<file path="src/rtl/mic1_io_pkg.sv">
// Shared definitions for the Mic-1 memory-mapped UART: default register
// addresses, status bit positions and the common UART FSM state type.
package mic1_io_pkg;

    localparam logic [31:0] DEF_DATA_ADDR   = 32'hFFFF_FFFD;
    localparam logic [31:0] DEF_STATUS_ADDR = 32'hFFFF_FFFC;

    localparam int ST_RX_AVAIL = 0;
    localparam int ST_TX_FULL  = 1;
    localparam int ST_TX_OVF   = 2;
    localparam int ST_RX_OVF   = 3;
    localparam int ST_RX_FERR  = 4;

    typedef enum logic [1:0] {
        IDLE  = 2'd0,
        START = 2'd1,
        DATA  = 2'd2,
        STOP  = 2'd3
    } uart_state_t;

endpackage

</file>
<file path="src/rtl/io_fifo.sv">
// Synchronous byte FIFO used for both UART directions. A push while full is
// accepted only when a pop happens in the same cycle.
module io_fifo #(
    parameter int DEPTH = 16
) (
    input  logic       clk,
    input  logic       reset,
    input  logic       push,
    input  logic       pop,
    input  logic [7:0] din,
    output logic [7:0] dout,
    output logic       full,
    output logic       empty
);
    localparam int AW = $clog2(DEPTH);
    localparam int CW = AW + 1;

    logic [7:0]    mem_r [DEPTH];
    logic [AW-1:0] wr_ptr_r;
    logic [AW-1:0] rd_ptr_r;
    logic [CW-1:0] count_r;
    logic          do_push_s;
    logic          do_pop_s;

    assign full      = (count_r == CW'(DEPTH));
    assign empty     = (count_r == {CW{1'b0}});
    assign do_pop_s  = pop & ~empty;
    assign do_push_s = push & (~full | do_pop_s);
    assign dout      = mem_r[rd_ptr_r];

    // Storage array, written on accepted pushes only
    always_ff @(posedge clk) begin
        if (do_push_s) begin
            mem_r[wr_ptr_r] <= din;
        end
    end

    // Pointer and occupancy bookkeeping; pointers wrap at the power-of-two depth
    always_ff @(posedge clk or posedge reset) begin
        if (reset) begin
            wr_ptr_r <= {AW{1'b0}};
            rd_ptr_r <= {AW{1'b0}};
            count_r  <= {CW{1'b0}};
        end else begin
            if (do_push_s) wr_ptr_r <= wr_ptr_r + 1'b1;
            if (do_pop_s)  rd_ptr_r <= rd_ptr_r + 1'b1;
            case ({do_push_s, do_pop_s})
                2'b10:   count_r <= count_r + 1'b1;
                2'b01:   count_r <= count_r - 1'b1;
                default: count_r <= count_r;
            endcase
        end
    end

endmodule

</file>
<file path="src/rtl/mic1_uart_io.sv">
// Memory-mapped 8N1 UART for the Mic-1 data bus with RX/TX FIFOs.
// Define MIC1_UART_LOOPBACK_EN to feed the receiver from the internal ser_tx.
module mic1_uart_io
    import mic1_io_pkg::*;
#(
    parameter int          CLKS_PER_BIT = 868,
    parameter int          FIFO_DEPTH   = 16,
    parameter logic [31:0] DATA_ADDR    = DEF_DATA_ADDR,
    parameter logic [31:0] STATUS_ADDR  = DEF_STATUS_ADDR
) (
    input  logic        clk,
    input  logic        reset,
    input  logic [31:0] mem_addr,
    input  logic        mem_read,
    input  logic        mem_write,
    input  logic [31:0] mem_wdata,
    output logic [31:0] io_rdata,
    output logic        io_hit,
    input  logic        ser_rx,
    output logic        ser_tx
);
    localparam int            CW       = $clog2(CLKS_PER_BIT);
    localparam logic [CW-1:0] BIT_END  = CW'(CLKS_PER_BIT - 1);
    localparam logic [CW-1:0] HALF_END = CW'(CLKS_PER_BIT / 2 - 1);

    logic data_sel_s, stat_sel_s, stat_clr_s;
    logic rd_data_r, rd_stat_r, wr_data_r;
    logic tx_ovf_r, rx_ovf_r, rx_ferr_r, rx_ferr_set_s;
    logic [4:0] status_s;
    logic rx_push_s, rx_pop_s, rx_full_s, rx_empty_s;
    logic tx_push_s, tx_pop_s, tx_full_s, tx_empty_s;
    logic [7:0] rx_dout_s, tx_dout_s;
    logic rx_in_s, rx_meta_r, rx_sync_r, wdata_unused_s;

    uart_state_t   rx_state_r, rx_state_s, tx_state_r, tx_state_s;
    logic [CW-1:0] rx_cnt_r, rx_cnt_s, tx_cnt_r, tx_cnt_s;
    logic [2:0]    rx_bit_r, rx_bit_s, tx_bit_r, tx_bit_s;
    logic [7:0]    rx_shift_r, rx_shift_s, tx_shift_r, tx_shift_s;
    logic          rx_wait_r, rx_wait_s, ser_tx_r, ser_tx_s;

    assign data_sel_s     = (mem_addr == DATA_ADDR);
    assign stat_sel_s     = (mem_addr == STATUS_ADDR);
    assign io_hit         = data_sel_s | stat_sel_s;
    assign tx_push_s      = mem_write & data_sel_s & ~wr_data_r;
    assign rx_pop_s       = rd_data_r & ~mem_read;
    assign stat_clr_s     = rd_stat_r & ~mem_read;
    assign ser_tx         = ser_tx_r;
    assign wdata_unused_s = ^mem_wdata[31:8];

`ifdef MIC1_UART_LOOPBACK_EN
    logic rx_pin_unused_s;
    assign rx_pin_unused_s = ser_rx;
    assign rx_in_s         = ser_tx_r;
`else
    assign rx_in_s = ser_rx;
`endif

    io_fifo #(.DEPTH(FIFO_DEPTH)) u_rx_fifo (
        .clk(clk), .reset(reset), .push(rx_push_s), .pop(rx_pop_s),
        .din(rx_shift_s), .dout(rx_dout_s), .full(rx_full_s), .empty(rx_empty_s)
    );

    io_fifo #(.DEPTH(FIFO_DEPTH)) u_tx_fifo (
        .clk(clk), .reset(reset), .push(tx_push_s), .pop(tx_pop_s),
        .din(mem_wdata[7:0]), .dout(tx_dout_s), .full(tx_full_s), .empty(tx_empty_s)
    );

    // Read mux: status word or RX head, zero when nothing is addressed
    always_comb begin
        status_s              = 5'b0;
        status_s[ST_RX_AVAIL] = ~rx_empty_s;
        status_s[ST_TX_FULL]  = tx_full_s;
        status_s[ST_TX_OVF]   = tx_ovf_r;
        status_s[ST_RX_OVF]   = rx_ovf_r;
        status_s[ST_RX_FERR]  = rx_ferr_r;
        io_rdata              = 32'h0;
        if (data_sel_s && !rx_empty_s) begin
            io_rdata = {24'h0, rx_dout_s};
        end else if (stat_sel_s) begin
            io_rdata = {27'h0, status_s};
        end else begin
            io_rdata = 32'h0;
        end
    end

    // Strobe edge detectors, sticky flags (a set beats a same-cycle clear) and RX synchroniser
    always_ff @(posedge clk or posedge reset) begin
        if (reset) begin
            rd_data_r <= 1'b0;
            rd_stat_r <= 1'b0;
            wr_data_r <= 1'b0;
            tx_ovf_r  <= 1'b0;
            rx_ovf_r  <= 1'b0;
            rx_ferr_r <= 1'b0;
            rx_meta_r <= 1'b1;
            rx_sync_r <= 1'b1;
        end else begin
            rd_data_r <= mem_read & data_sel_s;
            rd_stat_r <= mem_read & stat_sel_s;
            wr_data_r <= mem_write & data_sel_s;
            tx_ovf_r  <= (tx_ovf_r & ~stat_clr_s) | (tx_push_s & tx_full_s & ~tx_pop_s);
            rx_ovf_r  <= (rx_ovf_r & ~stat_clr_s) | (rx_push_s & rx_full_s & ~rx_pop_s);
            rx_ferr_r <= (rx_ferr_r & ~stat_clr_s) | rx_ferr_set_s;
            rx_meta_r <= rx_in_s;
            rx_sync_r <= rx_meta_r;
        end
    end

    // RX next state: half-bit start check, then centre sampling of data and stop
    always_comb begin
        rx_state_s    = rx_state_r;
        rx_cnt_s      = rx_cnt_r + 1'b1;
        rx_bit_s      = rx_bit_r;
        rx_shift_s    = rx_shift_r;
        rx_wait_s     = rx_wait_r;
        rx_push_s     = 1'b0;
        rx_ferr_set_s = 1'b0;
        case (rx_state_r)
            IDLE: begin
                rx_cnt_s = {CW{1'b0}};
                if (!rx_sync_r) rx_state_s = START;
                else            rx_state_s = IDLE;
            end
            START: begin
                if (rx_cnt_r == HALF_END) begin
                    rx_cnt_s   = {CW{1'b0}};
                    rx_bit_s   = 3'd0;
                    rx_state_s = rx_sync_r ? IDLE : DATA;
                end else begin
                    rx_state_s = START;
                end
            end
            DATA: begin
                if (rx_cnt_r == BIT_END) begin
                    rx_cnt_s   = {CW{1'b0}};
                    rx_shift_s = {rx_sync_r, rx_shift_r[7:1]};
                    rx_bit_s   = rx_bit_r + 3'd1;
                    rx_state_s = (rx_bit_r == 3'd7) ? STOP : DATA;
                end else begin
                    rx_state_s = DATA;
                end
            end
            STOP: begin
                if (rx_wait_r) begin
                    rx_cnt_s = {CW{1'b0}};
                    if (rx_sync_r) begin
                        rx_wait_s  = 1'b0;
                        rx_state_s = IDLE;
                    end else begin
                        rx_state_s = STOP;
                    end
                end else if (rx_cnt_r == BIT_END) begin
                    rx_cnt_s = {CW{1'b0}};
                    if (rx_sync_r) begin
                        rx_push_s  = 1'b1;
                        rx_state_s = IDLE;
                    end else begin
                        rx_ferr_set_s = 1'b1;
                        rx_wait_s     = 1'b1;
                    end
                end else begin
                    rx_state_s = STOP;
                end
            end
            default: begin
                rx_state_s = IDLE;
                rx_cnt_s   = {CW{1'b0}};
                rx_wait_s  = 1'b0;
            end
        endcase
    end

    // TX next state: start, 8 data bits LSB first, stop; chain straight into the next frame
    always_comb begin
        tx_state_s = tx_state_r;
        tx_cnt_s   = tx_cnt_r + 1'b1;
        tx_bit_s   = tx_bit_r;
        tx_shift_s = tx_shift_r;
        ser_tx_s   = ser_tx_r;
        tx_pop_s   = 1'b0;
        case (tx_state_r)
            IDLE: begin
                tx_cnt_s = {CW{1'b0}};
                if (!tx_empty_s) begin
                    tx_pop_s   = 1'b1;
                    tx_shift_s = tx_dout_s;
                    tx_state_s = START;
                    ser_tx_s   = 1'b0;
                end else begin
                    ser_tx_s = 1'b1;
                end
            end
            START: begin
                if (tx_cnt_r == BIT_END) begin
                    tx_cnt_s   = {CW{1'b0}};
                    tx_bit_s   = 3'd0;
                    ser_tx_s   = tx_shift_r[0];
                    tx_shift_s = {1'b0, tx_shift_r[7:1]};
                    tx_state_s = DATA;
                end else begin
                    tx_state_s = START;
                end
            end
            DATA: begin
                if (tx_cnt_r == BIT_END) begin
                    tx_cnt_s = {CW{1'b0}};
                    tx_bit_s = tx_bit_r + 3'd1;
                    if (tx_bit_r == 3'd7) begin
                        ser_tx_s   = 1'b1;
                        tx_state_s = STOP;
                    end else begin
                        ser_tx_s   = tx_shift_r[0];
                        tx_shift_s = {1'b0, tx_shift_r[7:1]};
                    end
                end else begin
                    tx_state_s = DATA;
                end
            end
            STOP: begin
                if (tx_cnt_r == BIT_END) begin
                    tx_cnt_s = {CW{1'b0}};
                    if (!tx_empty_s) begin
                        tx_pop_s   = 1'b1;
                        tx_shift_s = tx_dout_s;
                        tx_state_s = START;
                        ser_tx_s   = 1'b0;
                    end else begin
                        tx_state_s = IDLE;
                        ser_tx_s   = 1'b1;
                    end
                end else begin
                    tx_state_s = STOP;
                end
            end
            default: begin
                tx_state_s = IDLE;
                tx_cnt_s   = {CW{1'b0}};
                ser_tx_s   = 1'b1;
            end
        endcase
    end

    // RX and TX state registers; reset truncates any frame and idles the line high
    always_ff @(posedge clk or posedge reset) begin
        if (reset) begin
            rx_state_r <= IDLE;
            rx_cnt_r   <= {CW{1'b0}};
            rx_bit_r   <= 3'd0;
            rx_shift_r <= 8'h00;
            rx_wait_r  <= 1'b0;
            tx_state_r <= IDLE;
            tx_cnt_r   <= {CW{1'b0}};
            tx_bit_r   <= 3'd0;
            tx_shift_r <= 8'h00;
            ser_tx_r   <= 1'b1;
        end else begin
            rx_state_r <= rx_state_s;
            rx_cnt_r   <= rx_cnt_s;
            rx_bit_r   <= rx_bit_s;
            rx_shift_r <= rx_shift_s;
            rx_wait_r  <= rx_wait_s;
            tx_state_r <= tx_state_s;
            tx_cnt_r   <= tx_cnt_s;
            tx_bit_r   <= tx_bit_s;
            tx_shift_r <= tx_shift_s;
            ser_tx_r   <= ser_tx_s;
        end
    end

endmodule

</file>
<file path="config.mk">
export PLATFORM = sky130hd
export DESIGN_NAME = mic1_uart_io
export DESIGN_NICKNAME = d
export VERILOG_FILES = /design/src/rtl/mic1_io_pkg.sv /design/src/rtl/io_fifo.sv /design/src/rtl/mic1_uart_io.sv
export SDC_FILE = /design/constraint.sdc
export NUM_CORES = 1
export LEC_CHECK = 0
export BUFFER_PORTS_ARGS = -buffer_cell sky130_fd_sc_hd__buf_2
export CORE_ASPECT_RATIO = 0.75
export CORE_UTILIZATION = 60
export CTS_CLUSTER_SIZE = 16
export DETAILED_ROUTE_END_ITERATION = 10
export PLACE_DENSITY = 0.79
export SLEW_MARGIN = 20
export SYNTH_ARGS = -nofsm -noshare
export SYNTH_HDL_FRONTEND = slang
export SYNTH_SLANG_ARGS = --single-unit
</file>
<file path="constraint.sdc">
create_clock -name clk -period 6.78 [get_ports clk]
set_input_delay 1.695 -clock clk [delete_from_list [all_inputs] [get_ports clk]]
set_output_delay 1.695 -clock clk [all_outputs]
set_load 0.03 [all_outputs]
</file>
==> qor.yml <==
outcome: "finished clean"
worstPathCellList: "buf_4, mux4_1, mux4_2, nor2b_1, nor3_1, buf_2"
fin_setup_tns_ps: 0
synthFlopType: "edfxtp_1"
syn_area_um2: 14590
cp_slowest_cell: "dfrtp_2"
slowest_delay_ps: 860
grt_setup_unrepaired: "false"
syn2layout_area_growth_pct: 9.926
finalSetupViolCount: 0
cp-startpoint: "u_rx_fifo.rd_ptr_r[0]"
grt_max_degree: 58
core_area_um2: 23910
required_ps: 5090
hold_path_class: "reg -> reg"
fin_nets: 1063
cts-hold-fix-buffers: 0
ios: 103
finClkSkew_ps: 10.90
maxCapViolCount: 0
multi_input_area_um2: 4454
globalplace.congestion: 0.8079
total_power_w: 0.003985
min-delay-start: "rx_meta_r"
synth_area_leader_cell: "edfxtp_1"
clock-root-buffer: "clkbuf_16"
fp.dieArea_um2: 24940
die_x_um: 182.0
ys_seq_area_share_pct: 66.80
wl_per_cell_um: 21.83
path_max_fanout: 24
first_pass_iters: 5
row_count: 49
stdcell_count: 1294
grt_first_pass_wirelength_um: 43860
synth_top_cell_area_share_pct: 52.71
drive_gt1_share_pct: 20.24
clkLatencyLatePin_ps: 560
antenna_found_initial: 0
yosysWarnings: 0
worst_slack_ps: 1727
cp.arrival_ps: 3360
die_y_um: 137.0
drc: 0
cpLargestDelayFamily: "multiplexers"
overflow: 0
synth_edf_count: 256
yosysUniqueCellTypes: 62
start_util_pct: 61.00
cts_sinks: 338
clk_path_buf_depth: 3
fmax_mhz: 197.9
place_area_um2: 15030
seqCellArea_um2: 9746
avgSynthCellArea_um2: 16.15
ys_ff_latch: 338
antennaDiodeCount: 0
fin_crit_sh_pct: 74.53
clk_pin_slew_worst_paths_ps: 60
n_fill_cell: 1583
critPathCaptureType: "primary output"
htreeDepth: 1
critical_path_class: "reg -> out"
slew_headroom_pct: 28.34
cts_tree: "yes"
numCtsBuffers: 31
powerDensity_nw_per_um2: 248.6
routed_via_density: 6.146
dpl.hpwl_um: 17910
synthCells: 903
postCtsSetupRepairBufs: 0
dp_cells: 1236
min_period_ps: 5053
drtIter0Drc: 684
postCtsResizedCells: 0
finalHoldViolCount: 0
track_usage_pct: 23.60
peakVddDrop_uv: 185.1
pre_cts_slack_ps: 1735
synth_area_leaders: "edfxtp_1 53%, dfrtp_1 14%, mux4_2 6.9%"
finalMaxSlewViolations: 0
via_count: 7953
wirelength_um: 28250
final_area_um2: 16030
leakagePower_nw: 6.235
ys_async_sr_fraction_pct: 24.26
grt_pass1_vias: 7720
r2r_start: "tx_cnt_r[0]"
portBuffers: 54
critical_path_buf_inv_count: 2
start_kind: "flip-flop"
ant_nets: 0
tightest_slew_ps: 1075
synth_stat cells, drive strengths merged, types with 2 or more instances:
cell	n
xor2	21
mux4	53
nand4	13
nor3b	3
o211ai	15
xnor2	16
a31oi	6
clkbuf	18
and4bb	2
nand2b	4
dfrtp	79
nor2b	16
nor3	9
nor2	40
and4	2
nand3b	2
a21oi	11
nand2	38
mux2	27
buf	44
nor4	10
mux2i	30
a22o	8
nand3	23
o21a	7
o41ai	3
o21bai	4
ha	30
inv	24
dfstp	3
and3	24
a22oi	19
edfxtp	256
o21ai	15
and2	13
layout make-up:
cell class                      instances  area share (%)
Sequential cell                       338           60.79
Multi-Input combinational cell        502           27.78
Clock buffer                           47           5.525
Tap cell                              306           2.388
Timing Repair Buffer                   66           2.248
Clock inverter                         11          0.7024
Inverter                               24          0.5697
sequential cells by signal, summed over array words and instances, names as in the netlist, 4 cells and up:
register,flops
u_rx_fifo.count_r,5
u_tx_fifo.rd_ptr_r,4
tx_cnt_r,10
u_tx_fifo.count_r,5
tx_shift_r,8
u_rx_fifo.mem_r,128
rx_shift_r,8
u_tx_fifo.mem_r,128
u_rx_fifo.rd_ptr_r,4
rx_cnt_r,10
u_tx_fifo.wr_ptr_r,4
u_rx_fifo.wr_ptr_r,4
power by group:
| group | leakage, nW | internal (W) | total [W] | switching, W |
|---|---|---|---|---|
| clock network | 0.485 | 0.000976 | 0.00171 | 0.000735 |
| registers | 3.53 | 0.00222 | 0.00222 | 0.000000717 |
| logic | 2.22 | 0.0000109 | 0.0000568 | 0.0000459 |
| total | 6.23 | 0.00320 | 0.00399 | 0.000781 |
worst paths after layout:
path	to	slack (ps)	cells after the start
hold / removal	rx_sync_r	360	0
setup / recovery	io_rdata[0]	1730	6
min in group asynchronous	tx_cnt_r[3]	1140	2
hold reg to reg	rx_sync_r	360	0
setup reg to reg	u_tx_fifo.count_r[4]	3190	14
max in group asynchronous	u_rx_fifo.rd_ptr_r[0]	4510	3
metrics by stage:
step           util (%)  hold WS (ps)
5_1_grt           67.05         363.2
3_3_place_gp      62.87         346.4
6_report          67.05         363.3
2_1_floorplan         -         345.2
3_5_place_dp      62.87         355.3
4_1_cts           67.04         363.9
per-layer routing:
metal / vias to the layer above / share of wire (%) / GRT usage [%]
met1: 3999 / 45 / 36.05
li1: 3554 / - / -
met2: 351 / 45 / 36.23
met5: - / 0 / 0
met4: 0 / 1.9 / 5.509
met3: 49 / 7.9 / 3.566
logic make-up after synthesis:
kind of cell,share of synthesized area [%]
flops,66.80
other cells,0.02571
fa+ha+maj,2.711
compound gates,4.607
buf+inv,3.268
simple gates,7.832
xor+xnor,2.222
mux,12.53
cells in the final DEF, fill, tap and decap left out, types with 7 or more instances in the layout:
cell and count:
mux4_2 45, inv_1 23, nor4_1 9, buf_4 12, clkbuf_16 31, mux2i_1 30
nor2_1 40, nand3_1 23, mux4_1 8, ha_1 30, xor2_1 21, o21a_1 7
and3_1 24, clkbuf_1 11, xnor2_1 16, a22o_1 8, and2_1 13, o211ai_1 15
edfxtp_1 256, o21ai_0 15, nor3_1 7, nor2b_1 15, a21oi_1 11, conb_1 24
nand4_1 12, mux2_2 27, dfrtp_1 77, nand2_1 38, buf_2 54, a22oi_1 19
(Power assumes the default switching activity.)
